### config.mk
export PLATFORM = sky130hd
export DESIGN_NAME = kdtree_load_ctrl_flat
export DESIGN_NICKNAME = d
export VERILOG_FILES = /design/src/rtl/kdtree_load_if.sv /design/src/rtl/kdtree_load_ctrl.sv /design/src/flat_wrapper.sv
export SDC_FILE = /design/constraint.sdc
export NUM_CORES = 1
export LEC_CHECK = 0
export ABC_AREA = 1
export CAP_MARGIN = 20
export CORE_MARGIN = 2
export CORE_UTILIZATION = 55
export CTS_CLUSTER_SIZE = 12
export DETAILED_ROUTE_END_ITERATION = 7
export HOLD_SLACK_MARGIN = 0.1
export PLACE_DENSITY = 0.84
export REMOVE_ABC_BUFFERS = 1
export SETUP_SLACK_MARGIN = 0.1
export SLEW_MARGIN = 30
export SYNTH_ARGS = -nofsm -noshare
export SYNTH_HDL_FRONTEND = slang
export SYNTH_SLANG_ARGS = --single-unit
### constraint.sdc
create_clock -name clk -period 20.2 [get_ports clk]
set_clock_uncertainty 0.2 [all_clocks]
set_input_delay 2.02 -clock clk [delete_from_list [all_inputs] [get_ports clk]]
set_output_delay 2.02 -clock clk [all_outputs]
set_load 0.01 [all_outputs]
### src/rtl/kdtree_load_if.sv
// rtl/kdtree_load_if.sv - FIFO read side and KD-tree storage write ports of the load sequencer
// KDLOAD_QUERY_RELOAD_EN adds the load_queries start pulse.
interface kdtree_load_if #(
  parameter int DATA_WIDTH  = 11,
  parameter int IDX_WIDTH   = 9,
  parameter int PATCH_SIZE  = 5,
  parameter int LEAF_SIZE   = 8,
  parameter int LEAF_ADDRW  = 6,
  parameter int QUERY_ADDRW = 9
) ();
  logic                             load_kdtree;
`ifdef KDLOAD_QUERY_RELOAD_EN
  logic                             load_queries;
`endif
  logic [DATA_WIDTH-1:0]            in_fifo_rdata;
  logic                             in_fifo_rempty_n;
  logic                             in_fifo_deq;
  logic                             node_wen;
  logic [LEAF_ADDRW-1:0]            node_waddr;
  logic [DATA_WIDTH-1:0]            node_wdim;
  logic [DATA_WIDTH-1:0]            node_wmedian;
  logic                             leaf_wen;
  logic [LEAF_ADDRW-1:0]            leaf_waddr;
  logic [$clog2(LEAF_SIZE)-1:0]     leaf_wslot;
  logic [PATCH_SIZE*DATA_WIDTH-1:0] leaf_wpatch;
  logic [IDX_WIDTH-1:0]             leaf_widx;
  logic                             query_wen;
  logic [QUERY_ADDRW-1:0]           query_waddr;
  logic [PATCH_SIZE*DATA_WIDTH-1:0] query_wpatch;
  logic                             busy;
  logic                             load_done;
  logic                             load_err;

  modport master (
`ifdef KDLOAD_QUERY_RELOAD_EN
    output load_queries,
`endif
    output load_kdtree, in_fifo_rdata, in_fifo_rempty_n,
    input  in_fifo_deq, node_wen, node_waddr, node_wdim, node_wmedian,
    input  leaf_wen, leaf_waddr, leaf_wslot, leaf_wpatch, leaf_widx,
    input  query_wen, query_waddr, query_wpatch, busy, load_done, load_err
  );

  modport slave (
`ifdef KDLOAD_QUERY_RELOAD_EN
    input  load_queries,
`endif
    input  load_kdtree, in_fifo_rdata, in_fifo_rempty_n,
    output in_fifo_deq, node_wen, node_waddr, node_wdim, node_wmedian,
    output leaf_wen, leaf_waddr, leaf_wslot, leaf_wpatch, leaf_widx,
    output query_wen, query_waddr, query_wpatch, busy, load_done, load_err
  );
endinterface

### src/rtl/kdtree_load_ctrl.sv
// rtl/kdtree_load_ctrl.sv - drains the input FIFO into KD-tree node, leaf and query memories
// KDLOAD_QUERY_RELOAD_EN: load_queries restarts at QUERIES from IDLE/DONE, keeping the tree.
module kdtree_load_ctrl #(
  parameter int DATA_WIDTH  = 11,
  parameter int IDX_WIDTH   = 9,
  parameter int PATCH_SIZE  = 5,
  parameter int LEAF_SIZE   = 8,
  parameter int NUM_LEAVES  = 64,
  parameter int NUM_QUERYS  = 494,
  parameter int LEAF_ADDRW  = 6,
  parameter int QUERY_ADDRW = 9
) (
  input  logic         clk,
  input  logic         rst,
  kdtree_load_if.slave io
);
  localparam int NUM_NODES = NUM_LEAVES - 1;
  localparam int SLOTW     = $clog2(LEAF_SIZE);
  localparam int WCW       = $clog2(PATCH_SIZE + 1);
  localparam int PW        = PATCH_SIZE * DATA_WIDTH;

  typedef enum logic [2:0] {S_IDLE, S_NODES, S_LEAVES, S_QUERIES, S_DONE} state_t;

  state_t                 state, state_next;
  logic [WCW-1:0]         word_cnt;
  logic [QUERY_ADDRW-1:0] item_cnt;
  logic [SLOTW-1:0]       slot_cnt;
  logic [PW-1:0]          shift_buf;
  logic busy_w, accept, start_tree, start_query, req_any;
  logic node_end, leaf_end, query_end, item_end, slot_wrap, phase_end;

  always_comb begin
    busy_w      = (state == S_NODES) || (state == S_LEAVES) || (state == S_QUERIES);
    accept      = busy_w && io.in_fifo_rempty_n;
    start_tree  = !busy_w && io.load_kdtree;
`ifdef KDLOAD_QUERY_RELOAD_EN
    start_query = !busy_w && io.load_queries && !io.load_kdtree;
    req_any     = io.load_kdtree || io.load_queries;
`else
    start_query = 1'b0;
    req_any     = io.load_kdtree;
`endif
    node_end  = (state == S_NODES)   && (word_cnt == WCW'(1));
    leaf_end  = (state == S_LEAVES)  && (word_cnt == WCW'(PATCH_SIZE));
    query_end = (state == S_QUERIES) && (word_cnt == WCW'(PATCH_SIZE - 1));
    item_end  = node_end || leaf_end || query_end;
    slot_wrap = (slot_cnt == SLOTW'(LEAF_SIZE - 1));
    phase_end = (node_end && item_cnt == QUERY_ADDRW'(NUM_NODES - 1))
             || (leaf_end && slot_wrap && item_cnt == QUERY_ADDRW'(NUM_LEAVES - 1))
             || (query_end && item_cnt == QUERY_ADDRW'(NUM_QUERYS - 1));

    state_next = state;
    case (state)
      S_IDLE, S_DONE: begin
        if (start_tree)       state_next = S_NODES;
        else if (start_query) state_next = S_QUERIES;
      end
      S_NODES:   if (accept && phase_end) state_next = S_LEAVES;
      S_LEAVES:  if (accept && phase_end) state_next = S_QUERIES;
      S_QUERIES: if (accept && phase_end) state_next = S_DONE;
      default:   state_next = S_IDLE;
    endcase
  end

  assign io.in_fifo_deq = accept;
  assign io.busy        = busy_w;

  always_ff @(posedge clk or posedge rst) begin
    if (rst) state <= S_IDLE;
    else     state <= state_next;
  end

  always_ff @(posedge clk or posedge rst) begin
    if (rst) begin
      word_cnt        <= '0;
      item_cnt        <= '0;
      slot_cnt        <= '0;
      shift_buf       <= '0;
      io.node_wen     <= 1'b0;
      io.node_waddr   <= '0;
      io.node_wdim    <= '0;
      io.node_wmedian <= '0;
      io.leaf_wen     <= 1'b0;
      io.leaf_waddr   <= '0;
      io.leaf_wslot   <= '0;
      io.leaf_wpatch  <= '0;
      io.leaf_widx    <= '0;
      io.query_wen    <= 1'b0;
      io.query_waddr  <= '0;
      io.query_wpatch <= '0;
      io.load_done    <= 1'b0;
      io.load_err     <= 1'b0;
    end else begin
      io.node_wen  <= 1'b0;
      io.leaf_wen  <= 1'b0;
      io.query_wen <= 1'b0;
      io.load_err  <= busy_w && req_any;
      if (start_tree || start_query) begin
        word_cnt     <= '0;
        item_cnt     <= '0;
        slot_cnt     <= '0;
        io.load_done <= 1'b0;
      end else if (accept) begin
        // Newest word enters at the top so word 0 ends up in the low slice.
        shift_buf <= {io.in_fifo_rdata, shift_buf[PW-1:DATA_WIDTH]};
        if (!item_end) begin
          word_cnt <= word_cnt + WCW'(1);
        end else begin
          word_cnt <= '0;
          if (phase_end) begin
            item_cnt <= '0;
            slot_cnt <= '0;
          end else if (state == S_LEAVES) begin
            slot_cnt <= slot_wrap ? '0 : slot_cnt + SLOTW'(1);
            if (slot_wrap) item_cnt <= item_cnt + QUERY_ADDRW'(1);
          end else begin
            item_cnt <= item_cnt + QUERY_ADDRW'(1);
          end
        end
        if (node_end) begin
          io.node_wen     <= 1'b1;
          io.node_waddr   <= item_cnt[LEAF_ADDRW-1:0];
          io.node_wdim    <= shift_buf[PW-1 -: DATA_WIDTH];
          io.node_wmedian <= io.in_fifo_rdata;
        end
        if (leaf_end) begin
          io.leaf_wen    <= 1'b1;
          io.leaf_waddr  <= item_cnt[LEAF_ADDRW-1:0];
          io.leaf_wslot  <= slot_cnt;
          io.leaf_wpatch <= shift_buf;
          io.leaf_widx   <= io.in_fifo_rdata[IDX_WIDTH-1:0];
        end
        if (query_end) begin
          io.query_wen    <= 1'b1;
          io.query_waddr  <= item_cnt;
          io.query_wpatch <= {io.in_fifo_rdata, shift_buf[PW-1:DATA_WIDTH]};
        end
        if (query_end && phase_end) io.load_done <= 1'b1;
      end
    end
  end
endmodule

### src/flat_wrapper.sv
// flat-port wrapper written by rule: the top's interface ports become plain ports
module kdtree_load_ctrl_flat 
#(
  parameter int DATA_WIDTH  = 11,
  parameter int IDX_WIDTH   = 9,
  parameter int PATCH_SIZE  = 5,
  parameter int LEAF_SIZE   = 8,
  parameter int NUM_LEAVES  = 64,
  parameter int NUM_QUERYS  = 494,
  parameter int LEAF_ADDRW  = 6,
  parameter int QUERY_ADDRW = 9
)
  (clk, rst, io_load_kdtree, io_in_fifo_rdata, io_in_fifo_rempty_n, io_in_fifo_deq, io_node_wen, io_node_waddr, io_node_wdim, io_node_wmedian, io_leaf_wen, io_leaf_waddr, io_leaf_wslot, io_leaf_wpatch, io_leaf_widx, io_query_wen, io_query_waddr, io_query_wpatch, io_busy, io_load_done, io_load_err);
  kdtree_load_if #(.DATA_WIDTH(DATA_WIDTH), .IDX_WIDTH(IDX_WIDTH), .PATCH_SIZE(PATCH_SIZE), .LEAF_SIZE(LEAF_SIZE), .LEAF_ADDRW(LEAF_ADDRW), .QUERY_ADDRW(QUERY_ADDRW)) io_i ();
  input  logic clk;
  input  logic rst;
  input wire logic [$bits(io_i.load_kdtree)-1:0] io_load_kdtree;
  input wire logic [$bits(io_i.in_fifo_rdata)-1:0] io_in_fifo_rdata;
  input wire logic [$bits(io_i.in_fifo_rempty_n)-1:0] io_in_fifo_rempty_n;
  output wire logic [$bits(io_i.in_fifo_deq)-1:0] io_in_fifo_deq;
  output wire logic [$bits(io_i.node_wen)-1:0] io_node_wen;
  output wire logic [$bits(io_i.node_waddr)-1:0] io_node_waddr;
  output wire logic [$bits(io_i.node_wdim)-1:0] io_node_wdim;
  output wire logic [$bits(io_i.node_wmedian)-1:0] io_node_wmedian;
  output wire logic [$bits(io_i.leaf_wen)-1:0] io_leaf_wen;
  output wire logic [$bits(io_i.leaf_waddr)-1:0] io_leaf_waddr;
  output wire logic [$bits(io_i.leaf_wslot)-1:0] io_leaf_wslot;
  output wire logic [$bits(io_i.leaf_wpatch)-1:0] io_leaf_wpatch;
  output wire logic [$bits(io_i.leaf_widx)-1:0] io_leaf_widx;
  output wire logic [$bits(io_i.query_wen)-1:0] io_query_wen;
  output wire logic [$bits(io_i.query_waddr)-1:0] io_query_waddr;
  output wire logic [$bits(io_i.query_wpatch)-1:0] io_query_wpatch;
  output wire logic [$bits(io_i.busy)-1:0] io_busy;
  output wire logic [$bits(io_i.load_done)-1:0] io_load_done;
  output wire logic [$bits(io_i.load_err)-1:0] io_load_err;
  assign io_i.load_kdtree = io_load_kdtree;
  assign io_i.in_fifo_rdata = io_in_fifo_rdata;
  assign io_i.in_fifo_rempty_n = io_in_fifo_rempty_n;
  assign io_in_fifo_deq = io_i.in_fifo_deq;
  assign io_node_wen = io_i.node_wen;
  assign io_node_waddr = io_i.node_waddr;
  assign io_node_wdim = io_i.node_wdim;
  assign io_node_wmedian = io_i.node_wmedian;
  assign io_leaf_wen = io_i.leaf_wen;
  assign io_leaf_waddr = io_i.leaf_waddr;
  assign io_leaf_wslot = io_i.leaf_wslot;
  assign io_leaf_wpatch = io_i.leaf_wpatch;
  assign io_leaf_widx = io_i.leaf_widx;
  assign io_query_wen = io_i.query_wen;
  assign io_query_waddr = io_i.query_waddr;
  assign io_query_wpatch = io_i.query_wpatch;
  assign io_busy = io_i.busy;
  assign io_load_done = io_i.load_done;
  assign io_load_err = io_i.load_err;
  kdtree_load_ctrl #(.DATA_WIDTH(DATA_WIDTH), .IDX_WIDTH(IDX_WIDTH), .PATCH_SIZE(PATCH_SIZE), .LEAF_SIZE(LEAF_SIZE), .NUM_LEAVES(NUM_LEAVES), .NUM_QUERYS(NUM_QUERYS), .LEAF_ADDRW(LEAF_ADDRW), .QUERY_ADDRW(QUERY_ADDRW)) u_core (.clk(clk), .rst(rst), .io(io_i));
endmodule
# Word level (Yosys, flattened, before mapping)
# Index checks and enable logic that the tools add are counted.
[op_classes] addsub=3 eq_ne=16 mux=32 bitwise=1 n_reduce_logical=33
[op_table] op="$mux W9" n=6
[op_table] op="$mux W3" n=13
[op_table] op="$eq A9 B6 Y1 const B" n=2
[op_table] op="$reduce_and A3 Y1" n=5
[op_table] op="$eq A3 B3 Y1 const B" n=4
[op_table] op="$logic_and A1 B1 Y1" n=12
[op_table] op="$mux W1" n=12
[op_table] op="$pmux W3 S4" n=1
[op_table] op="$add A9 B1 Y9 const B" n=1
[op_table] op="$eq A9 B9 Y1 const B" n=1
[op_table] op="$add A3 B1 Y3 const B" n=2
[op_table] op="$eq A3 B1 Y1 const B" n=2
[op_table] op="$eq A3 B2 Y1 const B" n=2
[op_table] op="$logic_or A1 B1 Y1" n=6
[op_table] op="$ne A2 B2 Y1 const B" n=3
[op_table] op="$reduce_bool A2 Y1" n=3
[op_table] op="$ne A4 B1 Y1 const B" n=1
[op_table] op="$reduce_and A2 Y1" n=2
[op_table] op="$reduce_and A4 Y1" n=1
[op_table] op="$logic_not A3 Y1" n=1
[op_table] op="$reduce_bool A3 Y1" n=1
[op_table] op="$ne A2 B1 Y1 const B" n=1
[op_table] op="$reduce_or A2 Y1" n=1
[op_table] op="$logic_not A1 Y1" n=1
[op_table] op="$not A1 Y1" n=1
[totals] ff_bits=243 wordCells=104

# Longest topological paths before layout
# Gate-level depths: netlist of the first run.
[depth] depth_word=10 depth_mapped=12 mapped_depth_nobuf=11

# Worst setup path after synthesis of the first run
# OpenSTA, ideal clock, no wires.
[synth_timing] path_type="input port to output port" start="input port io_in_fifo_rempty_n" end="output port io_in_fifo_deq" arrival_ns=2.408 required_time_ns=17.980 path_slack_ns=15.572 cell_stages=3 path_cell_list="nand2_4 > buf_2 > inv_1"
[synth_via] elab_chain_cells=1
[synth_lines] element="start: declaration" line="flat_wrapper.sv:19" rtl="input wire logic [$bits(io_i.in_fifo_rempty_n)-1:0] io_in_fifo_rempty_n;"
[synth_lines] element="$logic_and A1 B1 Y1" line="kdtree_load_ctrl.sv:34" rtl="accept = busy_w && io.in_fifo_rempty_n;"
[synth_lines] element="end: declaration" line="flat_wrapper.sv:20" rtl="output wire logic [$bits(io_i.in_fifo_deq)-1:0] io_in_fifo_deq;"
# No other way between the ends.

# Final worst setup path of the first run
# Ends and elaborated chain as after synthesis.

==> flow_metrics.py, run 1 <==
metrics = {
    "sta": {
        "holdWs_ps": 272,
        "hold_viol": 0,
        "rsz0062_at_grt": "false",
        "relSlewSlack": 0.432,
        "drv_slew": 0,
        "fin_setup_tns_ps": 0,
        "fmax_mhz": 182,
        "setup_viol": 0,
        "period_minus_slack_ps": 5490,
        "worst_pin_slew_ps": 852,
        "min_period_over_period": 0.272,
    },
    "grt": {
        "antenna_found_initial": 0,
        "grt_start_max_net_pins": 158,
        "grt_pass1_vias": 6872,
        "grt-ovfl-total": 0,
        "grt_pass1_wl_mm": 35.1,
        "track_usage": 0.237,
    },
    "clocking": {
        "clock_latency_ps": 520,
        "htree_levels": 1,
        "cts_made_buffers": 25,
        "post-cts-setup-buffers": 0,
        "cts_resized": 0,
        "cts_hold_buf": 0,
        "clkSlewWorstSetupHoldPaths_ps": 60,
        "clock_sinks": 243,
        "cts_buffer_depth": 3,
        "cts_tree": "done",
        "root_buffer": "clkbuf_16",
    },
    "worst_setup_path": {
        "crit_type": "primary input to primary output",
        "crit_path_start_kind": "primary input",
        "worstPathArrival_ps": 3270,
        "cp-end-kind": "primary output",
        "critical_path_required_ps": 17980,
        "cp_max_fo": 5,
    },
    "hold_path": {
        "hold_class": "flip-flop to flip-flop",
    },
    "layout": {
        "layoutNonFillerInstCount": 1396,
        "multi_input_area_mm2": 0.00287,
        "syn2layout_area_growth_pct": 28.0,
        "seq_area_mm2": 0.00608,
        "layout-drive-gt1-share": 0.0615,
        "antenna_cells": 0,
        "final_area_mm2": 0.0122,
        "n_fill_cell": 1256,
        "final_nets": 1185,
    },
    "route": {
        "detail_route.wl_per_cell_um": 15.3,
        "first_iter_violations": 542,
        "viasPerCell": 5.21,
        "first_pass_iters": 5,
        "wirelength_mm": 21.3,
        "ant_nets": 0,
        "num_vias": 7275,
        "route.detailed.drc": 0,
    },
    "pwr": {
        "fin_total_pwr_w": 0.00180,
        "peakVddDrop_v": 0.0000922,
        "power_leakage_nw": 5.69,
        "pwr_density_cell_mw_per_mm2": 147,
    },
    "yosys": {
        "synth_cells": 993,
        "synth_top_area_frac": 0.636,
        "yosysTopAreaCell": "dfrtp_1",
        "ys_types": 27,
        "yosys_warnings": 0,
        "syn_area_mm2": 0.00956,
        "netlist_top_cells_area": "dfrtp_1, nand2_1, o21ai_0",
        "avgSynthCellArea_um2": 9.63,
        "yosys_register_bits": 243,
        "yosysSeqAreaShare": 0.636,
    },
    "floorplan": {
        "rows": 48,
        "die_x_um": 136,
        "start_util": 0.557,
        "dieArea_mm2": 0.0185,
        "fp.dieH_um": 136,
        "coreArea_mm2": 0.0172,
        "num_io_pins": 187,
    },
    "placed_design": {
        "place_hpwl_mm": 13.7,
        "dp.cells": 1360,
        "placedInstanceArea_mm2": 0.0115,
        "place_congestion": 0.908,
        "port_buffers": 186,
    },
    "flow_run": {
        "maxCapViolCount": 0,
    },
    "status": {
        "status": "complete, no violations",
    },
}
layout by cell type, fill, tap and decap left out, types with 4 or more instances in the layout:
cell type	netlist	layout
inv_2	7	4
xor2_1	4	4
clkdlybuf4s50_1	0	186
nand4_1	9	9
nand2_4	4	4
ha_1	8	8
o21ai_2	7	7
inv_1	84	83
o21ai_0	111	111
nand3_1	19	19
o21ai_1	103	103
nor2_1	23	23
dfrtp_1	243	243
nor2_2	5	5
clkbuf_16	0	25
nor2_4	5	5
nand2_1	301	301
clkbuf_8	0	4
routing by layer:
layer / track usage / wire length (µm)
met3: 0.0526 / 1490
met2: 0.375 / 9970
met1: 0.331 / 9320
met5: 0 / 0
met4: 0.0718 / 528
flip-flops by register name (all words and copies together) (netlist names):
name and cells:
u_core.io.leaf_wpatch 55, u_core.io.query_wpatch 55, u_core.shift_buf 55, u_core.io.node_wdim 11, u_core.io.node_wmedian 11, u_core.io.leaf_widx 9
u_core.io.query_waddr 9, u_core.item_cnt 9, u_core.io.leaf_waddr 6, u_core.io.node_waddr 6, u_core.io.leaf_wslot 3, u_core.slot_cnt 3
u_core.state 3, u_core.word_cnt 3, u_core.io.leaf_wen 1, u_core.io.load_done 1, u_core.io.load_err 1, u_core.io.node_wen 1
u_core.io.query_wen 1
cell families after synthesis:
family,after synthesis,share of synthesized area
simple gates,375,0.165
compound gates,224,0.121
buf+inv,139,0.0641
flops,243,0.636
fa+ha+maj,8,0.0105
xor+xnor,4,0.00366
worst max-delay path: stages:
cell and delay [ps]:
clkdlybuf4s50_1 530, nand2_4 100, inv_1 80, clkdlybuf4s50_1 530
area by class of cell:
cell class / instances / share of cell area
Multi-Input combinational cell: 611 / 0.234
Clock inverter: 4 / 0.00490
Sequential cell: 243 / 0.497
Tap cell: 225 / 0.0230
Clock buffer: 32 / 0.0565
Timing Repair Buffer: 190 / 0.155
Inverter: 91 / 0.0294
where the power goes:
part	leakage, nW	internal [W]	total, W	switching, W
Combinational	2.06	0.000290	0.000608	0.000317
Sequential	3.26	0.000658	0.000760	0.000102
Clock	0.372	0.000252	0.000429	0.000178
Total	5.69	0.00120	0.00180	0.000597
path summary, 6_finish.rpt:
kind                       cells after the start  slack, ps                 from                    endpoint
hold reg to reg                                2        270  u_core.shift_buf[8]    u_core.io.leaf_wpatch[8]
max in group asynchronous                      3      16620                  rst  u_core.io.query_wpatch[52]
min in group asynchronous                      2       1890                  rst   u_core.io.leaf_wpatch[33]
setup reg to reg                               9      17370      u_core.state[2]     u_core.io.leaf_waddr[2]
hold / removal                                 2        270  u_core.shift_buf[8]    u_core.io.leaf_wpatch[8]
setup / recovery                               4      14710  io_in_fifo_rempty_n              io_in_fifo_deq
stage by stage:
stage           util  worst slack [ps]
5_1_grt        0.713             14670
3_3_place_gp   0.668             14720
2_1_floorplan      -             11310
4_1_cts        0.713             14720
6_report       0.713             14710
3_5_place_dp   0.669             14720
Yosys cell counts (all sizes together):
cell type / count
a21oi: 1
a22o: 1
buf: 30
clkbuf: 18
dfrtp: 243
ha: 8
inv: 91
nand2: 307
nand3: 21
nand4: 10
nor2: 34
nor3: 3
o21ai: 221
o32ai: 1
xor2: 4
(Power assumes the default switching activity.)
==> run 2: changes to the inputs <==
- CORE_UTILIZATION: 55 -> 47
- PLACE_DENSITY: 0.84 -> 0.76
- clock period: 20.2 -> 5 ns (I/O delays scaled with it)
==> run 2 against run 1 <==
  * Clock-buffer cell count rose by 4
  * Critical path depth rose by 1
  * Via count down 1.1%
  * Sequential cell count unchanged
  * Total power rose to 4.1 times the previous value
  * Utilization fell by 9.5 points
  * Worst setup slack worse by 13000 ps
  * Largest cell class unchanged
  * Wire length increased by 3.5%
==> flow_metrics.py, run 2 (synthesized netlist as in run 1, its figures left out) <==
metrics = {
    "pwr": {
        "fin_total_pwr_w": 0.00740,
        "power_leakage_nw": 5.75,
        "peakVddDrop_v": 0.000359,
        "pwr_density_cell_mw_per_mm2": 595,
    },
    "sta": {
        "rsz0062_at_grt": "false",
        "fin_setup_tns_ps": 0,
        "period_minus_slack_ps": 2940,
        "fmax_mhz": 340,
        "min_period_over_period": 0.588,
        "setup_viol": 0,
        "relSlewSlack": 0.378,
        "worst_pin_slew_ps": 932,
        "hold_viol": 0,
        "drv_slew": 0,
    },
    "route": {
        "top_layer_used": "met4",
        "first_pass_iters": 5,
        "wl_met3_mm": 1.29,
        "wirelength_mm": 22.1,
        "first_iter_violations": 423,
        "route.detailed.drc": 0,
        "met1_length_mm": 10.1,
        "viasPerCell": 4.97,
        "num_vias": 7194,
        "detail_route.wl_per_cell_um": 15.2,
        "wl_met2_mm": 10.1,
        "ant_nets": 0,
    },
    "floorplan": {
        "die_x_um": 147,
        "dieArea_mm2": 0.0215,
        "rows": 52,
        "start_util": 0.476,
        "num_io_pins": 187,
        "fp.dieH_um": 147,
        "coreArea_mm2": 0.0201,
    },
    "hold_path": {
        "hold_class": "primary input to asynchronous set/reset pin",
    },
    "clocking": {
        "clock_sinks": 243,
        "cts_resized": 0,
        "root_buffer": "clkbuf_16",
        "clock_latency_ps": 530,
        "cts_hold_buf": 0,
        "cts_made_buffers": 26,
        "cts_buffer_depth": 3,
        "cts_tree": "done",
        "post-cts-setup-buffers": 0,
        "clkSlewWorstSetupHoldPaths_ps": 60,
        "htree_levels": 1,
    },
    "flow_run": {
        "maxCapViolCount": 0,
    },
    "placed_design": {
        "placedInstanceArea_mm2": 0.0116,
        "place_congestion": 0.904,
        "place_hpwl_mm": 14.3,
        "port_buffers": 186,
    },
    "grt": {
        "grt_start_max_net_pins": 136,
        "antenna_found_initial": 0,
        "grt-ovfl-total": 0,
        "track_usage": 0.208,
        "grt_pass1_wl_mm": 36.8,
        "grt_pass1_vias": 7072,
    },
    "layout": {
        "layout-drive-gt1-share": 0.0645,
        "reg_top3": "u_core.io.leaf_wpatch: 55 flops, u_core.io.query_wpatch: 55 flops, u_core.shift_buf: 55 flops",
        "antenna_cells": 0,
        "final_nets": 1188,
        "syn2layout_area_growth_pct": 29.9,
        "final_area_mm2": 0.0124,
        "final_common_cell": "nand2_1",
        "most-common-layout-cells": "nand2_1, dfrtp_1, clkdlybuf4s50_1, o21ai_0, o21ai_1",
    },
    "worst_setup_path": {
        "worstPathArrival_ps": 2240,
        "crit_type": "flip-flop to primary output",
        "crit_path_start_kind": "flip-flop",
        "cp_max_fo": 34,
        "critical_path_required_ps": 4300,
        "cp-end-kind": "primary output",
    },
    "status": {
        "status": "complete, no violations",
    },
}
## run 2: cell types whose count changed in the layout (fill, tap and decap cells not counted), moves of 2 or more
cell      change
clkbuf_1      +3
clkinv_2      -2
buf_12        +3
buf_6         -2
## run 2: power by group
group	total (W)	switching [W]	internal, W
Clock	0.00186	0.000749	0.00112
Combinational	0.00246	0.00128	0.00118
Sequential	0.00307	0.000415	0.00266
Total	0.00740	0.00245	0.00495
## run 2: worst paths after layout
check                                    startpoint                    endpoint  slack, ps  depth (start not counted)
setup / recovery                    u_core.state[1]              io_in_fifo_deq       2060                          5
setup reg to reg                    u_core.state[1]   u_core.io.leaf_wpatch[17]       2080                          9
hold reg to reg            u_core.io.leaf_wpatch[0]    u_core.io.leaf_wpatch[0]        270                          2
hold / removal                                  rst     u_core.io.leaf_wslot[2]        250                          2
min in group clk           u_core.io.leaf_wpatch[0]    u_core.io.leaf_wpatch[0]        270                          2
max in group asynchronous                       rst  u_core.io.query_wpatch[32]       3250                          3
## run 2: layout make-up
| class | count | area, µm² |
|---|---|---|
| repair buffers | 192 | 1940 |
| inverters | 91 | 359 |
| flip-flops and latches | 243 | 6080 |
| clock inverters | 5 | 104 |
| clock buffers | 36 | 728 |
| fillers | 1665 | 7680 |
| multi-input cells | 611 | 2870 |
| well taps | 270 | 338 |
## run 2: critical path, cell delays in order, from the launching register on
cell and delay, ps:
dfrtp_1 470, nor2_4 220, nor2_8 60, nand2_4 330, inv_1 130, clkdlybuf4s50_1 500
## run 2: stage by stage
step | hold slack (ps) | setup WS (ps) | util | instances
2_1_floorplan | 249 | -2370 | - | 945
3_3_place_gp | 259 | 1790 | 0.575 | 1406
3_5_place_dp | 263 | 1670 | 0.575 | 1406
4_1_cts | 276 | 1910 | 0.617 | 1447
5_1_grt | 298 | 1810 | 0.618 | 1448
6_report | 253 | 2060 | 0.618 | 1448
## run 2: metal layers
layer  up-vias  track usage
met1      3448        0.296
met3        34       0.0394
met2       196        0.328
met4         0       0.0641
li1       3516            -
met5         -            0
